$ cat src/rtl/hevc_ms_pkg.sv
// Shared constants and the tagged-token layout for the multi-stream HEVC interpolation path.
// No logic, no latency; the tag-width helper keeps the tag at least one bit wide even for FLUX < 2.
package hevc_ms_pkg;

    localparam int DATA_WIDTH  = 8;
    localparam int ALPHA_WIDTH = 7;
    localparam int SIZE_WIDTH  = 7;

    function automatic int tag_w(input int flux);
        return (flux <= 2) ? 1 : $clog2(flux);
    endfunction

    localparam int TOK_TAG_W = tag_w(2);

    // Token layout for the default two-stream build: tag sits above the sample.
    typedef struct packed {
        logic [TOK_TAG_W-1:0]  tag;
        logic [DATA_WIDTH-1:0] data;
    } ms_token_t;

endpackage

$ cat src/rtl/hevc_ms_stream_fifo.sv
// Single-stream synchronous first-word-fall-through FIFO; head is valid whenever empty is low.
// Latency 1 cycle write-to-visible; writes are dropped while full and reads are ignored while empty.
module hevc_ms_stream_fifo #(
    parameter int DEPTH      = 16,
    parameter int DATA_WIDTH = 8
) (
    input  logic                  clk,
    input  logic                  rst,
    input  logic                  wr,
    input  logic [DATA_WIDTH-1:0] din,
    output logic                  full,
    input  logic                  rd,
    output logic [DATA_WIDTH-1:0] dout,
    output logic                  empty
);

    localparam int PTR_W = $clog2(DEPTH);
    localparam int CNT_W = $clog2(DEPTH + 1);

    logic [DATA_WIDTH-1:0] mem_q [DEPTH];
    logic [PTR_W-1:0]      wr_ptr_q;
    logic [PTR_W-1:0]      rd_ptr_q;
    logic [CNT_W-1:0]      count_q;
    logic [CNT_W-1:0]      count_d;
    logic                  wr_en;
    logic                  rd_en;

    // Explicit wrap so non-power-of-two depths work.
    function automatic logic [PTR_W-1:0] ptr_next(input logic [PTR_W-1:0] p);
        return (p == PTR_W'(DEPTH - 1)) ? '0 : p + 1'b1;
    endfunction

    assign full  = (count_q == CNT_W'(DEPTH));
    assign empty = (count_q == '0);
    assign wr_en = wr & ~full;
    assign rd_en = rd & ~empty;
    assign dout  = empty ? '0 : mem_q[rd_ptr_q];

    always_comb begin
        count_d = count_q;
        if (wr_en && !rd_en) begin
            count_d = count_q + 1'b1;
        end else if (rd_en && !wr_en) begin
            count_d = count_q - 1'b1;
        end
    end

    always_ff @(posedge clk) begin
        if (rst) begin
            wr_ptr_q <= '0;
            rd_ptr_q <= '0;
            count_q  <= '0;
        end else begin
            if (wr_en) begin
                mem_q[wr_ptr_q] <= din;
                wr_ptr_q        <= ptr_next(wr_ptr_q);
            end
            if (rd_en) begin
                rd_ptr_q <= ptr_next(rd_ptr_q);
            end
            count_q <= count_d;
        end
    end

endmodule

$ cat src/rtl/hevc_ms_out_demux.sv
// Routes tagged tokens into per-stream FWFT FIFOs so each consumer drains its stream independently.
// Latency 1 cycle write-to-head; per-stream full back to the producer, dropped writes set sticky err.
module hevc_ms_out_demux
    import hevc_ms_pkg::tag_w;
#(
    parameter  int DEPTH      = 16,
    parameter  int FLUX       = 2,
    parameter  int DATA_WIDTH = 8,
    localparam int TAG_WIDTH  = tag_w(FLUX)
) (
    input  logic                            clk,
    input  logic                            rst,
    input  logic [DATA_WIDTH+TAG_WIDTH-1:0] in_din,
    input  logic                            in_write,
    output logic [FLUX-1:0]                 in_full,
    output logic [FLUX*DATA_WIDTH-1:0]      out_dout,
    output logic [FLUX-1:0]                 out_empty,
    input  logic [FLUX-1:0]                 out_read,
    output logic                            err
);

    localparam logic [TAG_WIDTH:0] FLUX_L = (TAG_WIDTH + 1)'(FLUX);

    logic [TAG_WIDTH-1:0]  tag;
    logic [DATA_WIDTH-1:0] data;
    logic                  tag_ok;
    logic [FLUX-1:0]       sel;
    logic                  bad_wr;
    logic                  err_q;

    assign tag    = in_din[DATA_WIDTH+TAG_WIDTH-1 -: TAG_WIDTH];
    assign data   = in_din[DATA_WIDTH-1:0];
    assign tag_ok = ({1'b0, tag} < FLUX_L);

    for (genvar i = 0; i < FLUX; i++) begin : g_stream
        assign sel[i] = tag_ok && (tag == TAG_WIDTH'(i));

        hevc_ms_stream_fifo #(
            .DEPTH      (DEPTH),
            .DATA_WIDTH (DATA_WIDTH)
        ) u_fifo (
            .clk   (clk),
            .rst   (rst),
            .wr    (in_write & sel[i]),
            .din   (data),
            .full  (in_full[i]),
            .rd    (out_read[i]),
            .dout  (out_dout[i*DATA_WIDTH +: DATA_WIDTH]),
            .empty (out_empty[i])
        );
    end

    // Full is the registered pre-edge value, so a same-cycle pop does not rescue the write.
    assign bad_wr = in_write & (~tag_ok | (|(sel & in_full)));

    always_ff @(posedge clk) begin
        if (rst) begin
            err_q <= 1'b0;
        end else begin
            err_q <= err_q | bad_wr;
        end
    end

    assign err = err_q;

endmodule

$ cat config.mk
export PLATFORM = sky130hd
export DESIGN_NAME = hevc_ms_out_demux
export DESIGN_NICKNAME = d
export VERILOG_FILES = /design/src/rtl/hevc_ms_pkg.sv /design/src/rtl/hevc_ms_stream_fifo.sv /design/src/rtl/hevc_ms_out_demux.sv
export SDC_FILE = /design/constraint.sdc
export NUM_CORES = 1
export LEC_CHECK = 0
export ABC_AREA = 1
export ABC_CLOCK_PERIOD_IN_PS = 2800
export CAP_MARGIN = 5
export CELL_PAD_IN_SITES_DETAIL_PLACEMENT = 0
export CELL_PAD_IN_SITES_GLOBAL_PLACEMENT = 1
export CORE_MARGIN = 4
export CORE_UTILIZATION = 50
export DETAILED_ROUTE_END_ITERATION = 8
export GPL_ROUTABILITY_DRIVEN = 0
export PLACE_DENSITY_LB_ADDON = 0.1
export RECOVER_POWER = 25
export SYNTH_ARGS = -nofsm -noshare
export SYNTH_HDL_FRONTEND = slang
export SYNTH_SLANG_ARGS = --single-unit
export TNS_END_PERCENT = 100
$ cat constraint.sdc
create_clock -name clk -period 2.8 [get_ports clk]
set_input_delay 0.56 -clock clk [delete_from_list [all_inputs] [get_ports clk]]
set_output_delay 0.56 -clock clk [all_outputs]
set_load 0.005 [all_outputs]
# Word-level counts from Yosys, hierarchy flattened
# Memories as Yosys holds them, arrays and structs flattened. A register that Yosys moved wholly into a read port is not among the register bits.
# Cells that the tools add are included.
[classes]
addsub = 8
eq_ne = 6
mux = 20
bitwise_logic = 14
n_reduce_logical = 13
[op_table]
columns = ["op", "count"]
rows = [
  ["4-bit two-way mux", 8],
  ["5-bit two-way mux", 4],
  ["4-bit by 1-bit adder with 4-bit output, second input constant", 4],
  ["4-bit equality test, second input constant", 4],
  ["8-bit two-way mux", 2],
  ["5-bit by 1-bit adder with 5-bit output, second input constant", 2],
  ["5-bit equality test, second input constant", 2],
  ["5-bit zero test", 2],
  ["5-bit by 1-bit subtractor with 5-bit output, second input constant", 2],
  ["1-bit bitwise AND", 7],
  ["1-bit two-way mux", 6],
  ["1-bit inverter", 5],
  ["1-bit logical AND", 4],
  ["1-bit zero test", 4],
  ["2-bit nonzero test", 2],
  ["2-bit bitwise AND", 1],
  ["2-bit OR reduction", 1],
  ["1-bit OR", 1],
]
[totals]
regBits = 27
ramBits = 256
input_bits = 14
elab_cells = 70
memories = 2
[memory_table]
columns = ["name", "depth", "width", "rd", "rd_clocked_by_memory_dff", "write_ports", "line", "text"]
rows = [
  ["g_stream[0].u_fifo.mem_q", 16, 8, 1, 1, 1, "hevc_ms_stream_fifo.sv:20", "logic [DATA_WIDTH-1:0] mem_q [DEPTH];"],
  ["g_stream[1].u_fifo.mem_q", 16, 8, 1, 1, 1, "hevc_ms_stream_fifo.sv:20", ""],
]

# Depth between registers and ports, before layout
[depth]
ltp_word = 7
ltp_mapped = 14
ltp_nobuf = 14

# By module
# From an unflattened synthesis, not the netlist that was laid out.
[unflattened]
hier_cells = 1126
hier_area_um2 = 12313.1
[by_module_without_submodules]
columns = ["mod", "n_inst", "cells_each", "area_per_inst_um2", "seq_area_each_um2"]
rows = [
  ["hevc_ms_stream_fifo (g_stream[0].u_fifo)", 1, 557, 6124.6, 4184.0],
  ["hevc_ms_stream_fifo (g_stream[1].u_fifo)", 1, 556, 6119.6, 4184.0],
  ["hevc_ms_out_demux", 1, 13, 68.8, 20.0],
]

# Worst setup path before layout
# No wires, ideal clock.
[synth_timing]
kind = "input to register"
startpoint = "input port in_write"
endpoint = "register g_stream[0].u_fifo.count_q[4]"
arrival_time_ns = 2.124
path_slack_ns = 0.605
stages = 13
path_buffers = 0
path_cell_list = "inv_1 -> nor2_1 -> nand2_1 -> inv_1 -> ha_1 -> inv_1 -> ha_1 -> or2_2 -> nand2_1 -> nand2b_1 -> nand2_1 -> nand2_1 -> a21oi_1"
[synth_via]
elab_chain_len = 5
word_cells_on_any_way = 7
classes_between = "mux: 1; bitwise: 2; reduce/logical: 4"
[synth_rtl]
columns = ["item", "line", "text"]
rows = [
  ["start, declared", "hevc_ms_out_demux.sv:14", "input logic in_write,"],
  ["1-bit bitwise AND (*)", "hevc_ms_out_demux.sv:44", ".wr (in_write & sel[i]),"],
  ["1-bit bitwise AND (*)", "hevc_ms_stream_fifo.sv:35", "assign wr_en = wr & ~full;"],
  ["named net g_stream[0].u_fifo.wr_en", "hevc_ms_stream_fifo.sv:25", "logic wr_en;"],
  ["1-bit zero test", "hevc_ms_stream_fifo.sv:43", "end else if (rd_en && !wr_en) begin"],
  ["1-bit logical AND", "hevc_ms_stream_fifo.sv:43", ""],
  ["2-bit nonzero test (no line)", "n/a", ""],
  ["end signal, assigned", "hevc_ms_stream_fifo.sv:61", "count_q <= count_d;"],
  ["end, declared", "hevc_ms_stream_fifo.sv:23", "logic [CNT_W-1:0] count_q;"],
]
# Mark *: on every way through the listed nets, which the timed path passes. The rest lies on a longest branch.
# A chain may end at the register's enable or synchronous reset.

==> results.sh <==
export IMPL_hold_slack_ps=513
export IMPL_synth_compound_area_frac=0.0202
export IMPL_dp_final_hpwl_mm=17.1
export IMPL_violations="max-capacitance violations, max-slew violations"
export IMPL_synthCells=1133
export IMPL_synth_top_family_by_area="simple AND/OR/NAND/NOR gates"
export IMPL_synth_seq_area_share=0.678
export IMPL_cap_violations=5
export IMPL_rsz0062_at_grt="yes"
export IMPL_nNetsFinal=1251
export IMPL_synthSimpleGateAreaFrac=0.223
export IMPL_grt_usage=0.209
export IMPL_grt_pass1_wl_mm=43.6
export IMPL_final_cell_mix="nand2_1, edfxtp_1, nand3_1, buf_4, nor2_1"
export IMPL_hold_viol=0
export IMPL_synthAdderAreaFrac=0.0214
export IMPL_avgRoutedWirePerCell_um=17.8
export IMPL_syn_area_per_cell_sq_um=10.9
export IMPL_slew_headroom=-0.182
export IMPL_yosys_register_bits=291
export IMPL_status="finished with violations"
export IMPL_cts_tree="done"
export IMPL_drive_gt1_frac=0.104
export IMPL_syn_num_nets=1167
export IMPL_synth_xor_area_frac=0.00708
export IMPL_synth_warnings=0
export IMPL_hp_start="g_stream[0].u_fifo.wr_ptr_q[0]"
export IMPL_core_area_sq_um=24300
export IMPL_tns_ps=0
export IMPL_drtIter0Drc=615
export IMPL_critPathKind="flip-flop to output port"
export IMPL_die_x_um=165
export IMPL_cts_buffers=30
export IMPL_yosysTopAreaCellShare=0.621
export IMPL_p_per_area_nw_per_um2=848
export IMPL_clockBufferDepth=3
export IMPL_diodes=0
export IMPL_hold_path_class="flip-flop to flip-flop"
export IMPL_synth_edff_count=256
export IMPL_path_max_fanout=8
export IMPL_wl_mm=27.9
export IMPL_timing_rr_start="g_stream[1].u_fifo.count_q[0]"
export IMPL_synthMuxAreaShare=0
export IMPL_first_pass_iters=5
export IMPL_die_area_sq_um=27300
export IMPL_gr_total_overflow=0
export IMPL_clock_latency_ps=540
export IMPL_rrSetupSlack_ps=570
export IMPL_layout_commonest_cell="nand2_1"
export IMPL_vias=8100
export IMPL_p_leak_nw=5.48
export IMPL_numPortBuffers=34
export IMPL_peakVddDrop_uv=545
export IMPL_pre_cts_ws_ps=129
export IMPL_required_ps=2240
export IMPL_clock_sinks=291
export IMPL_num_rows=57
export IMPL_setup_viol=0
export IMPL_finalWorstSetupSlack_ps=91.7
export IMPL_io_pins=35
export IMPL_timing_rr_end="g_stream[1].u_fifo.count_q[4]"
export IMPL_antenna_found_initial=0
export IMPL_hold_buffers=0
export IMPL_whs_endpoint="g_stream[0].u_fifo.wr_ptr_q[0]"
export IMPL_die_y_um=165
export IMPL_synth_ff_type="edfxtp_1"
export IMPL_grt_max_degree=33
export IMPL_htree_levels=1
export IMPL_fin_crit_sh=0.967
export IMPL_ant_nets=0
export IMPL_hold_depth=2
export IMPL_yosys_area_top_type="edfxtp_1"
export IMPL_fin_total_pwr_mw=12.2
export IMPL_synth_area_top_cells="edfxtp_1, nand2_1, nand3_1"
export IMPL_cts_clk_slew_worst_paths_ps=60
export IMPL_viasPerCell=5.18
export IMPL_worstPathArrival_ps=2150
export IMPL_synth_cell_types=25
export IMPL_fmax_mhz=369
export IMPL_worstSetupStartpointType="flip-flop"
export IMPL_reg2reg_depth=13
export IMPL_clock_skew_final_ps=7.23
export IMPL_ys_async_sr_fraction=0
export IMPL_initial_core_util=0.509
export IMPL_drc=0
export IMPL_worstMarginPinSlew_ps=1770
export IMPL_cp_end_kind="output port"
export IMPL_synthToLayoutAreaGrowth_pct=16.0
export IMPL_period_needed_ps=2710
export IMPL_placed_cells=1501
export IMPL_grt_pass1_vias=7796
export IMPL_drv_slew=165
export IMPL_final_cells=1564
export IMPL_cts_root_buffer="clkbuf_16"
export IMPL_netlist_area_sq_um=12400
-- registers in the layout, summed over array words and instances, names as in the netlist, named ones only --
signal                    count
err                           1
g_stream.u_fifo.wr_ptr_q      8
g_stream.u_fifo.count_q      10
g_stream.u_fifo.mem_q       256
g_stream.u_fifo.rd_ptr_q      8
-- report_power, final --
| group | internal, mW | total [mW] | switching [mW] |
|---|---|---|---|
| Clock | 2.15 | 3.71 | 1.56 |
| Combinational | 1.35 | 3.45 | 2.10 |
| Sequential | 4.86 | 5.01 | 0.151 |
| Total | 8.36 | 12.2 | 3.81 |
-- cells in the mapped netlist (3+ instances only) --
cell type / instances
edfxtp_1: 256
nand3_1: 208
a21oi_1: 36
dfxtp_1: 35
nor2_1: 47
o21ai_0: 14
nand4_1: 4
xor2_1: 8
inv_2: 3
inv_1: 47
buf_6: 17
buf_2: 17
clkbuf_1: 5
nand2_1: 381
ha_1: 18
buf_4: 14
nor3_1: 8
-- layout make-up --
type | instances | area (sq um)
Tap cell | 324 | 405
Fill cell | 2020 | 9970
Clock buffer | 43 | 872
Sequential cell | 291 | 8400
Timing Repair Buffer | 107 | 1020
Inverter | 52 | 211
Clock inverter | 12 | 57.6
Multi-Input combinational cell | 735 | 3390
-- how the worst max path moves through the flow --
| stage | from | end | slack, ps | cells after the start |
|---|---|---|---|---|
| 2_1_floorplan | in_write | g_stream[0].u_fifo.count_q[4] | 610 | 13 |
| 3_3_place_gp | in_write | g_stream[0].u_fifo.count_q[4] | 150 | 14 |
| 3_5_place_dp | in_write | g_stream[0].u_fifo.count_q[4] | 130 | 14 |
| 4_1_cts | flip-flop | out_dout[15] | 80 | 9 |
| 5_1_grt | flip-flop | out_dout[13] | -10 | 9 |
| 6_report | flip-flop | out_dout[14] | 90 | 9 |
-- per-stage QoR --
step	util	cell area, sq um
finish	0.590	14400
global route	0.590	14400
CTS	0.590	14400
detailed placement	0.544	13200
global placement	0.544	13200
floorplan	-	12400
-- kinds of logic after synthesis --
| kind of cell | count (synthesis) |
|---|---|
| AO/OA/AOI/OAI | 50 |
| XOR/XNOR | 10 |
| flip-flops | 291 |
| AND/OR/NAND/NOR | 655 |
| adder cells (fa/ha/maj) | 20 |
| buffers and inverters | 107 |
-- routing by layer --
layer	track usage	part of all wire
met1	0.309	0.46
met5	0	0
met3	0.0330	0.055
met4	0.0450	0.017
met2	0.331	0.47
-- critical path, cell delays in order, from the launching register on --
cell           delay, ps
dfxtp_4              390
inv_8                100
bufbuf_16            270
nand2_1               50
nand3_1               60
nand3_1              110
nand2_1              110
nand2_1               70
a21oi_2              170
dlygate4sd2_1        260
-- what timing repair did --
action | CTS | global route
setup buffers | 4 | 0
gates resized for setup | 36 | 11
pin swaps | 0 | 1
setup endpoints to repair | 16 | 7
gates cloned | 4 | 0
(Power assumes the default switching activity.)
